File: src/rtl/sincos_lut_if.sv
// Angle-in / sin-cos-out stream bundle for sincos_lut.
// The master side presents angles and consumes results; the slave side is the lookup.
interface sincos_lut_if #(
   parameter int ROM_DEPTH = 64,
   parameter int ROM_WIDTH = 8,
   parameter int TAG_W     = 4
);
   localparam int ADDRW = $clog2(4 * ROM_DEPTH);
   localparam int OUT_W = ROM_WIDTH + 2;

   logic             in_valid;
   logic             in_ready;
   logic [ADDRW-1:0] in_angle;
   logic [TAG_W-1:0] in_tag;
   logic             out_valid;
   logic             out_ready;
   logic [OUT_W-1:0] out_sin;
   logic [OUT_W-1:0] out_cos;
   logic [TAG_W-1:0] out_tag;

   modport master (
      output in_valid, in_angle, in_tag, out_ready,
      input  in_ready, out_valid, out_sin, out_cos, out_tag
   );

   modport slave (
      input  in_valid, in_angle, in_tag, out_ready,
      output in_ready, out_valid, out_sin, out_cos, out_tag
   );
endinterface

File: src/rtl/sincos_lut.sv
// Pipelined quarter-wave sine/cosine lookup with valid/ready flow control.
// Register stages: capture -> decode (ROM address + flags) -> ROM data ->
// ROM output register -> result. An angle captured at edge N is on the
// outputs after edge N+4. All stages advance together on a single enable.
module sincos_lut #(
   parameter int    ROM_DEPTH = 64,
   parameter int    ROM_WIDTH = 8,
   parameter int    TAG_W     = 4,
   parameter string INIT_FILE = "sine_table.mem"
) (
   input  logic        clk,
   input  logic        rst,
   sincos_lut_if.slave bus
);
   localparam int ADDRW = $clog2(4 * ROM_DEPTH);
   localparam int OFFW  = ADDRW - 2;
   localparam int OUT_W = ROM_WIDTH + 2;

   // The quarter-wave image is generated at elaboration from the same formula
   // that produces INIT_FILE, so the block carries no file dependency.
   localparam int          FRAC = 48;
   localparam logic [63:0] PI_Q = 64'h0003_243F_6A88_85A3;  // pi in Q16.48

   if (ROM_DEPTH < 4 || (ROM_DEPTH & (ROM_DEPTH - 1)) != 0) begin : g_bad_depth
      $error("sincos_lut: ROM_DEPTH must be a power of two >= 4");
   end
   if (TAG_W < 1) begin : g_bad_tag
      $error("sincos_lut: TAG_W must be >= 1");
   end
   if (INIT_FILE == "") begin : g_bad_image
      $error("sincos_lut: INIT_FILE must name the reference image");
   end

   // round(sin(k*90/ROM_DEPTH deg) * 2^ROM_WIDTH), saturated, via a Taylor series in Q48
   function automatic logic [ROM_DEPTH*ROM_WIDTH-1:0] build_rom();
      logic [ROM_DEPTH*ROM_WIDTH-1:0] img;
      logic [127:0] x, x2, term, acc, scaled;
      img = '0;
      for (int k = 0; k < ROM_DEPTH; k++) begin
         x    = (128'(k) * 128'(PI_Q)) / 128'(2 * ROM_DEPTH);
         x2   = (x * x) >> FRAC;
         term = x;
         acc  = x;
         for (int n = 1; n <= 13; n++) begin
            term = ((term * x2) >> FRAC) / 128'((2 * n) * (2 * n + 1));
            if (n % 2 == 1) acc = acc - term;
            else            acc = acc + term;
         end
         scaled = ((acc << ROM_WIDTH) + (128'(1) << (FRAC - 1))) >> FRAC;
         if (scaled > 128'((1 << ROM_WIDTH) - 1)) scaled = 128'((1 << ROM_WIDTH) - 1);
         img[k*ROM_WIDTH +: ROM_WIDTH] = scaled[ROM_WIDTH-1:0];
      end
      return img;
   endfunction

   localparam logic [ROM_DEPTH*ROM_WIDTH-1:0] ROM_IMAGE = build_rom();

   typedef struct packed {
      logic negate;
      logic force_one;
   } flags_t;

   typedef struct packed {
      logic [OFFW-1:0] addr;
      flags_t          f;
   } lane_t;

   // Quadrant fold: odd quadrants mirror the offset, the upper half negates.
   function automatic lane_t decode(logic [ADDRW-1:0] a);
      lane_t           l;
      logic [1:0]      q;
      logic [OFFW-1:0] o;
      q = a[ADDRW-1 -: 2];
      o = a[OFFW-1:0];
      l.addr        = q[0] ? OFFW'(ROM_DEPTH - int'(o)) : o;
      l.f.negate    = q[1];
      l.f.force_one = q[0] && (o == '0);
      return l;
   endfunction

   // Two's-complement negate of a non-negative magnitude never yields a -0 pattern.
   function automatic logic [OUT_W-1:0] apply(logic [ROM_WIDTH-1:0] m, flags_t f);
      logic [OUT_W-1:0] mag;
      mag = f.force_one ? (OUT_W'(1) << ROM_WIDTH) : {2'b00, m};
      return f.negate ? -mag : mag;
   endfunction

   logic [ROM_WIDTH-1:0] rom [ROM_DEPTH];
   for (genvar i = 0; i < ROM_DEPTH; i++) begin : g_rom
      assign rom[i] = ROM_IMAGE[i*ROM_WIDTH +: ROM_WIDTH];
   end

   logic                 advance;
   logic                 v0, v1, v2, v3, out_valid_q;
   logic [ADDRW-1:0]     angle0;
   logic [TAG_W-1:0]     tag0, tag1, tag2, tag3, out_tag_q;
   lane_t                sin1, cos1;
   flags_t               fs2, fc2, fs3, fc3;
   logic [ROM_WIDTH-1:0] rom_s2, rom_c2, rom_s3, rom_c3;
   logic [OUT_W-1:0]     out_sin_q, out_cos_q;

   assign advance = !out_valid_q || bus.out_ready;

   // Valid chain and result registers; reset wins over advance.
   // NOTE: sequential state uses non-blocking assignments so every stage samples pre-edge values.
   always_ff @(posedge clk) begin
      if (rst) begin
         v0          <= 1'b0;
         v1          <= 1'b0;
         v2          <= 1'b0;
         v3          <= 1'b0;
         out_valid_q <= 1'b0;
         out_sin_q   <= '0;
         out_cos_q   <= '0;
         out_tag_q   <= '0;
      end else if (advance) begin
         v0          <= bus.in_valid;
         v1          <= v0;
         v2          <= v1;
         v3          <= v2;
         out_valid_q <= v3;
         if (v3) begin
            out_sin_q <= apply(rom_s3, fs3);
            out_cos_q <= apply(rom_c3, fc3);
            out_tag_q <= tag3;
         end
      end
   end

   // Datapath registers and the two synchronous ROM read ports, all gated by advance.
   // NOTE: payload and ROM registers carry no reset; the valid chain alone decides what is live.
   always_ff @(posedge clk) begin
      if (advance) begin
         angle0 <= bus.in_angle;
         tag0   <= bus.in_tag;
         sin1   <= decode(angle0);
         cos1   <= decode(angle0 + ADDRW'(ROM_DEPTH));
         tag1   <= tag0;
         rom_s2 <= rom[sin1.addr];
         rom_c2 <= rom[cos1.addr];
         fs2    <= sin1.f;
         fc2    <= cos1.f;
         tag2   <= tag1;
         rom_s3 <= rom_s2;
         rom_c3 <= rom_c2;
         fs3    <= fs2;
         fc3    <= fc2;
         tag3   <= tag2;
      end
   end

   assign bus.in_ready  = advance || rst;
   assign bus.out_valid = out_valid_q;
   assign bus.out_sin   = out_sin_q;
   assign bus.out_cos   = out_cos_q;
   assign bus.out_tag   = out_tag_q;
endmodule

File: src/flat_wrapper.sv
// flat-port wrapper written by rule: the top's interface ports become plain ports
module sincos_lut_flat 
#(
   parameter int    ROM_DEPTH = 64,
   parameter int    ROM_WIDTH = 8,
   parameter int    TAG_W     = 4,
   parameter string INIT_FILE = "              "
)
  (clk, rst, bus_in_valid, bus_in_angle, bus_in_tag, bus_out_ready, bus_in_ready, bus_out_valid, bus_out_sin, bus_out_cos, bus_out_tag);
  sincos_lut_if #(.ROM_DEPTH(ROM_DEPTH), .ROM_WIDTH(ROM_WIDTH), .TAG_W(TAG_W)) bus_i ();
  input  logic clk;
  input  logic rst;
  input wire logic [$bits(bus_i.in_valid)-1:0] bus_in_valid;
  input wire logic [$bits(bus_i.in_angle)-1:0] bus_in_angle;
  input wire logic [$bits(bus_i.in_tag)-1:0] bus_in_tag;
  input wire logic [$bits(bus_i.out_ready)-1:0] bus_out_ready;
  output wire logic [$bits(bus_i.in_ready)-1:0] bus_in_ready;
  output wire logic [$bits(bus_i.out_valid)-1:0] bus_out_valid;
  output wire logic [$bits(bus_i.out_sin)-1:0] bus_out_sin;
  output wire logic [$bits(bus_i.out_cos)-1:0] bus_out_cos;
  output wire logic [$bits(bus_i.out_tag)-1:0] bus_out_tag;
  assign bus_i.in_valid = bus_in_valid;
  assign bus_i.in_angle = bus_in_angle;
  assign bus_i.in_tag = bus_in_tag;
  assign bus_i.out_ready = bus_out_ready;
  assign bus_in_ready = bus_i.in_ready;
  assign bus_out_valid = bus_i.out_valid;
  assign bus_out_sin = bus_i.out_sin;
  assign bus_out_cos = bus_i.out_cos;
  assign bus_out_tag = bus_i.out_tag;
  sincos_lut #(.ROM_DEPTH(ROM_DEPTH), .ROM_WIDTH(ROM_WIDTH), .TAG_W(TAG_W), .INIT_FILE(INIT_FILE)) u_core (.clk(clk), .rst(rst), .bus(bus_i));
endmodule
File: config.mk
export PLATFORM = sky130hd
export DESIGN_NAME = sincos_lut_flat
export DESIGN_NICKNAME = d
export VERILOG_FILES = /design/src/rtl/sincos_lut_if.sv /design/src/rtl/sincos_lut.sv /design/src/flat_wrapper.sv
export SDC_FILE = /design/constraint.sdc
export NUM_CORES = 1
export LEC_CHECK = 0
export ABC_CLOCK_PERIOD_IN_PS = 5500
export CAP_MARGIN = 10
export CORE_MARGIN = 4
export CORE_UTILIZATION = 45
export DETAILED_ROUTE_END_ITERATION = 12
export RECOVER_POWER = 100
export SYNTH_ARGS = -nofsm -noshare
export SYNTH_HDL_FRONTEND = slang
export SYNTH_SLANG_ARGS = --single-unit
File: constraint.sdc
create_clock -name clk -period 5.5 [get_ports clk]
set_input_delay 0.55 -clock clk [delete_from_list [all_inputs] [get_ports clk]]
set_output_delay 0.55 -clock clk [all_outputs]
set_load 0.02 [all_outputs]
======== Word level (Yosys, flattened, before mapping) ========
Memories as Yosys holds them, arrays and structs flattened. A register that Yosys moved wholly into a read port is not among the register bits.
Cells that the tools add are included.
storage, ports and cells
  memory bits (read-only) ................. 1024
  logic and storage cells ................. 52
  input port bits ......................... 16
  output and inout bits ................... 26
  memories ................................ 2
  register bits after elaboration ......... 93
memories
  memory           depth  bits a word  rd ports  clocked after memory_dff  write ports  line               text
  (no name shown)  64     8            1         1                         0            sincos_lut.sv:140  rom_c2 <= rom[cos1.addr];
  (no name shown)  64     8            1         1                         0            sincos_lut.sv:139  rom_s2 <= rom[sin1.addr];
cells by class
  bitwise gates (word level) .............. 2
  add/sub/neg operators ................... 5
  reduce and logical (&&, ||, !) cells .... 8
  muxes and demuxes ....................... 6
operators with widths
  kind                                                                number
  10-bit 2-to-1 mux                                                   2
  10-bit negation                                                     2
  9-bit 2-to-1 mux                                                    2
  6-bit inverter with 7-bit output                                    2
  6-bit zero test                                                     2
  6-bit 2-to-1 mux                                                    2
  1-bit by 6-bit subtractor with 6-bit output (first input constant)  2
  8-bit by 7-bit adder with 8-bit output (second input constant)      1
  1-bit logical AND                                                   2
  1-bit logical OR                                                    2
  2-bit AND reduction                                                 1
  1-bit zero test                                                     1

======== Logic depth before layout (Yosys ltp) ========
Gate-level depths: netlist of the first run.
  word-level depth ........................ 3
  depth in mapped cells ................... 7
  mapped depth without buffers ............ 6

======== Worst setup path before layout of the first run ========
No wires, ideal clock.
  path type ............................... flip-flop to flip-flop
  from .................................... reg u_core.cos1[2] (netlist bit)
  to ...................................... reg u_core.rom_c2[0], data pin
  period minus slack after synthesis ...... 2.171 ns
  path buffers ............................ 1
  arrival time ............................ 1.897 ns
  slack ................................... 3.329 ns
  required time ........................... 5.226 ns
  stages on the path, launching flop included .. 8
  setup time .............................. 0.274 ns
  cell sequence ........................... edfxtp_1 buf_2 inv_1 ha_1 nand2b_1 a21o_1 a311oi_1 a31oi_1
on the way
  word-level cells in the longest chain between the ends .. 1
ends and longest elaborated chain
  element                                                 line               text
  start, declared                                         sincos_lut.sv:97   lane_t sin1, cos1;
  start signal, assigned                                  sincos_lut.sv:137  cos1 <= decode(angle0 + ADDRW'(ROM_DEPTH));
  6-bit inverter with 7-bit output (implied by the code)  sincos_lut.sv:140
  end, declared                                           sincos_lut.sv:99   logic [ROM_WIDTH-1:0] rom_s2, rom_c2, rom_s3, rom_c3;
Every way passes these cells.
A chain may end at the register's enable or synchronous reset.

======== Worst setup path in the final report of the first run ========
  from .................................... in rst
  to ...................................... out bus_in_ready
on the way
  word-level cells in the longest chain between the ends .. 1
ends and longest elaborated chain
  element           line                text
  start, declared   flat_wrapper.sv:12  input logic rst;
  1-bit logical OR  sincos_lut.sv:152   assign bus.in_ready = advance || rst;
  end, declared     flat_wrapper.sv:17  output wire logic [$bits(bus_i.in_ready)-1:0] bus_in_ready;
Every way passes these cells.

==> flow_metrics.tcl, run 1 <==
set metrics [dict create \
    cts_hold_buf 0 \
    cts-root-buf "clkbuf_16" \
    ir_drop_mv 0.173 \
    synth-xor-area-share_pct 2.50 \
    grt_antenna_before_repair 0 \
    layout.nets 580 \
    worst_r2r_path_depth 5 \
    core_um2 12100 \
    status "finished with violations" \
    syn2layout_area_growth_pct 12.9 \
    dp_worst_setup_slack_ps 2360 \
    synth_top_family_by_area "simple AND/OR/NAND/NOR gates" \
    synthSimpleGateAreaFrac_pct 17.1 \
    ctsResizeCount 0 \
    vias 3829 \
    synth_top_flop_cell "edfxtp_1" \
    worst_slack_ps 1900 \
    grt_pass1_wl_um 16700 \
    fin_tns_setup_ps 0 \
    grt_pass1_vias 3526 \
    start_util_pct 46.2 \
    syn_inst 519 \
    r2r_end "u_core.bus.out_sin[7]" \
    setup_viol 0 \
    syn_avg_cell_area_um2 10.8 \
    synthTopCellsByCount "edfxtp_1 (79), nor2_1 (42), nand2_1 (39)" \
    cp-start-kind "primary input" \
    fin_skew_ps 9.01 \
    hold_depth 0 \
    synthMuxAreaShare_pct 0.961 \
    slew_headroom_pct -0.561 \
    clk_latency_ps 350 \
    endpoint_kind "primary output" \
    crit_arrival_ps 3050 \
    cts_buffer_depth 2 \
    critPathTopFamily "buffers and inverters" \
    worst-slew-pin-transition_ps 1510 \
    clock-sinks 108 \
    post_synth_num_cell_types 69 \
    post-route-period-util_pct 65.4 \
    cts_tree "done" \
    cellLeakagePower_nw 2.33 \
    synth_edf_count 79 \
    r2r_slack_ps 2530 \
    drive_gt1_share_pct 5.54 \
    die-width_um 120 \
    ios 42 \
    async_flop_share_pct 0 \
    required_ps 4950 \
    cts_buffers 9 \
    post-synth-top-area-cell "edfxtp_1" \
    r2r-start "u_core.bus.out_valid" \
    hold_class "register to register" \
    rows 40 \
    worstHoldEndpoint "u_core.fs3[1]" \
    critPathKind "primary input to primary output" \
    hold_path_startpoint "u_core.fs2[1]" \
    h-tree-depth 3 \
    dieArea_um2 14300 \
    drtIter0Drc 338 \
    cpPeakStageDelay_ps 1100 \
    crit_path_top_delay_cell "clkbuf_1" \
    post-synth-top-area-fraction_pct 42.4 \
    gp_congestion 0.807 \
    rsz0062_at_grt "no" \
    yosys-top-cells-area "edfxtp_1 (42%), dfxtp_1 (10%), ha_1 (6.0%)" \
    synth-compound-area-share_pct 16.2 \
    grt_util_all_layers_pct 14.2 \
    synth_nets 562 \
    syn_area_um2 5600 \
    totalWireLength_um 9770 \
    drc 0 \
    slew_violations 37 \
    ys_seq_area_share_pct 52.7 \
    dp_hpwl_um 6400 \
    synth_fa_ha_area_share_pct 6.03 \
    finalCriticalPeriod_ps 3600 \
    report.final.hold_viol_count 0 \
    die_height_um 120 \
    cp_max_fo 36 \
    antennaDiodeCount 0 \
    port_buffers 41 \
    fmax_mhz 278 \
    grt.overflow.total 0 \
    violations "max-capacitance violations, max-slew violations" \
    synth_most_common_cell "edfxtp_1" \
    power_density_nw_per_um2 323 \
    via_per_inst 5.39 \
    wl_per_cell_um 13.8 \
    crit_chain "dlygate4sd3_1 > clkbuf_1 > or2b_1 > dlygate4sd3_1" \
    synth-seq-cells 108 \
    ys_warn_count 0 \
    path_common_cell "dlygate4sd3_1" \
    drt_first_pass_iters 4 \
    ant_nets 0 \
    grt_max_degree 86 \
    cp_num_buf_inv 3 \
    clk_pin_slew_ps 70 \
    cts_setup_buffers 0 \
    max_cap_violations 1 \
]
## cell type report
class                           instances  area (um^2)
Fill cell                            1093         5790
Sequential cell                       108         2950
Multi-Input combinational cell        361         2380
Timing Repair Buffer                   42          414
Clock buffer                            9          225
Tap cell                              168          210
Clock inverter                          7         77.6
Inverter                               15         58.8
## flip-flops by register name (all words and copies together) (netlist names), 4 cells and up
| name | cells |
|---|---|
| u_core.bus.out_cos | 10 |
| u_core.bus.out_sin | 10 |
| u_core.angle0 | 8 |
| u_core.cos1 | 8 |
| u_core.rom_c2 | 8 |
| u_core.rom_c3 | 8 |
| u_core.rom_s2 | 8 |
| u_core.rom_s3 | 8 |
| u_core.sin1 | 7 |
| u_core.bus.out_tag | 4 |
| u_core.tag0 | 4 |
| u_core.tag1 | 4 |
| u_core.tag2 | 4 |
| u_core.tag3 | 4 |
## worst reg2reg max path, delay by kind of cell, from the launching register on
kind                   cells  cell delay [ps]
AOI/OAI and AO/OA          1              360
buffers and inverters      1              710
DFF                        1              310
and+or+nand+nor            3             1470
## power breakdown
group / leakage (nW) / internal, mW / switching, mW
registers: 1.07 / 0.982 / 0.111
clock network: 0.144 / 0.322 / 0.312
logic: 1.12 / 0.151 / 0.162
total: 2.33 / 1.45 / 0.585
## layout by cell type (no fill, tap or decap), types with 5 or more instances in the layout
cell type / n
a211o_1: 5
a211oi_1: 15
a21oi_1: 34
a31oi_1: 7
clkbuf_16: 9
dfxtp_1: 29
dlygate4sd3_1: 40
edfxtp_1: 79
ha_1: 27
inv_1: 11
nand2_1: 40
nand2b_1: 30
nand3_1: 10
nand3b_1: 7
nor2_1: 42
nor2b_1: 7
nor3_1: 13
nor3b_1: 7
o211ai_1: 5
o21ai_0: 19
o31ai_1: 8
or3_1: 5
xnor2_1: 9
xor2_1: 7
## per-stage QoR
step	utilization [%]	instances	total power [mW]	instance area [um^2]	hold slack [ps]
floorplan	-	519	1.34	5600	400
global placement	49.9	694	1.42	6040	401
detailed placement	49.9	694	1.43	6040	405
CTS	52.4	710	2.07	6340	415
global route	52.2	710	2.16	6320	418
finish	52.2	710	2.04	6320	413
## per-layer routing
metal,vias up,wire length [um],track usage (%)
li1,1963,-,-
met1,1776,4560,18.9
met2,82,4620,22.4
met3,8,459,3.30
met4,0,135,6.01
met5,-,0,0
## kinds of logic after synthesis
logic type               count (synthesis)
AND/OR/NAND/NOR                        180
buffers and inverters                   50
flip-flops                             108
XOR/XNOR                                16
multiplexers                             5
AO/OA/AOI/OAI                          133
adder cells (fa/ha/maj)                 27
## worst max-delay path by stage
stage                         from                    end  slack [ps]  depth (start not counted)
finish                         rst           bus_in_ready        1900                          4
detailed placement   bus_out_ready  u_core.bus.out_cos[5]        2360                          6
floorplan           u_core.cos1[2]       u_core.rom_c2[0]        3330                          7
global route                   rst           bus_in_ready        1700                          4
global placement     bus_out_ready  u_core.bus.out_cos[5]        2400                          6
CTS                  bus_out_ready  u_core.bus.out_cos[5]        2690                          6
(Power assumes the default switching activity.)
==> run 2: changes to the inputs <==
ABC_CLOCK_PERIOD_IN_PS = 3650   (was 5500)
clock period = 3.65 ns   (was 5.5 ns; I/O delays follow)
==> run 2 against run 1 <==
Against the previous run:
- the flow now finishes without violations
- non-clock buffer count is 3 higher
- global-route usage is 0.48 points higher
- clock-buffer cell count is 2 higher
- hold slack is essentially flat
- first-iteration DRC count is 29% higher
- flip-flop and latch count unchanged
- clock power grew 72%
- sequential share of layout area shrank 0.54 points
- register-to-register slack got worse by 1400 ps
- total power increased by 58%
- core utilization increased by 0.61 points
- highest routed layer unchanged
- die area stayed put
==> flow_metrics.tcl, run 2 (synthesis results as in run 1) <==
set metrics [dict create \
    required_ps 3890 \
    die_height_um 120 \
    grt_util_all_layers_pct 14.7 \
    slew_violations 0 \
    totalWireLength_um 10500 \
    placed_cells 697 \
    p_sw_share_pct 26.8 \
    hold_class "register to register" \
    cts_buffer_depth 2 \
    fmax_mhz 362 \
    cts_setup_buffers 0 \
    clock-sinks 108 \
    rows 40 \
    grt_max_degree 64 \
    layout_common_cells "edfxtp_1 (79), nor2_1 (42), nand2_1 (39), dlygate4sd3_1 (39), a21oi_1 (34)" \
    grt_pass1_wl_um 17200 \
    wl_per_cell_um 14.7 \
    dp_hpwl_um 6910 \
    layout_commonest_cell "edfxtp_1" \
    max_cap_violations 0 \
    grt.met3_usage_pct 2.92 \
    worst_r2r_path_depth 5 \
    clk_latency_ps 350 \
    pwr-share-seq_pct 50.8 \
    fin_skew_ps 9.28 \
    postLayoutCellArea_um2 6400 \
    rsz0062_at_grt "no" \
    finalCriticalPeriod_ps 2760 \
    vias 3867 \
    endpoint_kind "register" \
    setup_viol 0 \
    hold_depth 0 \
    grt.overflow.total 0 \
    grt_antenna_before_repair 0 \
    drt_first_pass_iters 5 \
    h-tree-depth 3 \
    ir_drop_mv 0.205 \
    port_buffers 41 \
    post-route-period-util_pct 75.7 \
    drc 0 \
    worst-slew-pin-transition_ps 982 \
    core_um2 12100 \
    cts_hold_buf 0 \
    cts-root-buf "clkbuf_16" \
    cellLeakagePower_nw 2.37 \
    dieArea_um2 14300 \
    ant_nets 0 \
    drive_gt1_share_pct 6.42 \
    die-width_um 120 \
    crit_arrival_ps 3000 \
    fin_tns_setup_ps 0 \
    cts_buffers 9 \
    fin_util_pct 52.8 \
    drtIter0Drc 435 \
    place_area_um2 6060 \
    combPwrFrac_pct 15.3 \
    cp_max_fo 23 \
    antennaDiodeCount 0 \
    clk_pin_slew_ps 70 \
    syn2layout_area_growth_pct 14.2 \
    layout.nets 583 \
    status "complete, no violations" \
    via_per_inst 5.42 \
    slew_headroom_pct 34.5 \
    report.final.hold_viol_count 0 \
    grt_use_met2_pct 22.6 \
    p_switching_mw 0.867 \
    cts_tree "done" \
    critPathKind "primary input to register" \
    cp-start-kind "primary input" \
    fillers 1103 \
    ctsResizeCount 0 \
    grt_pass1_vias 3458 \
    ios 42 \
    p_int_mw 2.36 \
    gp_congestion 0.866 \
    grtUsageMet1_pct 20.5 \
    start_util_pct 46.2 \
    global_route.peak_usage_layer "met2" \
    finalNonFillerCells 713 \
    power_density_nw_per_um2 505 \
    clkPwrFrac_pct 33.9 \
]
-- run 2: power by group through the flow --
stage | Clock [mW] | Combinational [mW] | Sequential (mW)
2_1_floorplan | 0 | 0.441 | 1.58
3_3_place_gp | 0 | 0.494 | 1.66
3_5_place_dp | 0 | 0.495 | 1.67
4_1_cts | 1.12 | 0.499 | 1.64
5_1_grt | 1.17 | 0.553 | 1.66
6_report | 1.09 | 0.494 | 1.64
-- run 2: metrics by stage --
step | hold slack, ps | power (mW) | worst slack (ps)
3_3_place_gp | 400 | 2.15 | 1370
2_1_floorplan | 400 | 2.02 | 1480
3_5_place_dp | 405 | 2.16 | 1320
5_1_grt | 423 | 3.39 | 597
6_report | 413 | 3.23 | 887
4_1_cts | 414 | 3.26 | 1310
-- run 2: final cells by class --
class	count	area [um^2]	area share, %
sequential	108	2950	46.2
multi-input combinational	361	2390	37.4
timing repair buffer	45	440	6.89
clock buffer	11	254	3.97
tap	168	210	3.29
clock inverter	5	86.3	1.35
inverter	15	57.6	0.900
-- run 2: worst max-delay path, stage by stage --
cell and delay (ps):
dlygate4sd3_1 570, nor2b_4 210, clkinvlp_2 740, nand2_2 710
nor4_1 110, a311o_1 280
-- run 2: metal layers --
| layer | up-vias | routed length [um] | share of wire, % |
|---|---|---|---|
| met3 | 17 | 464 | 4.4 |
| met4 | 0 | 198 | 1.9 |
| met5 | - | 0 | 0 |
| met2 | 103 | 4690 | 45 |
| li1 | 1958 | - | - |
| met1 | 1789 | 5120 | 49 |
-- run 2: worst paths after layout --
path / start / to / slack (ps)
max: bus_out_ready / u_core.bus.out_sin[7] / 890
max reg2reg: u_core.bus.out_valid / u_core.bus.out_sin[7] / 1130
min: u_core.fc2[0] / u_core.fc3[0] / 410
min reg2reg: u_core.fc2[0] / u_core.fc3[0] / 410
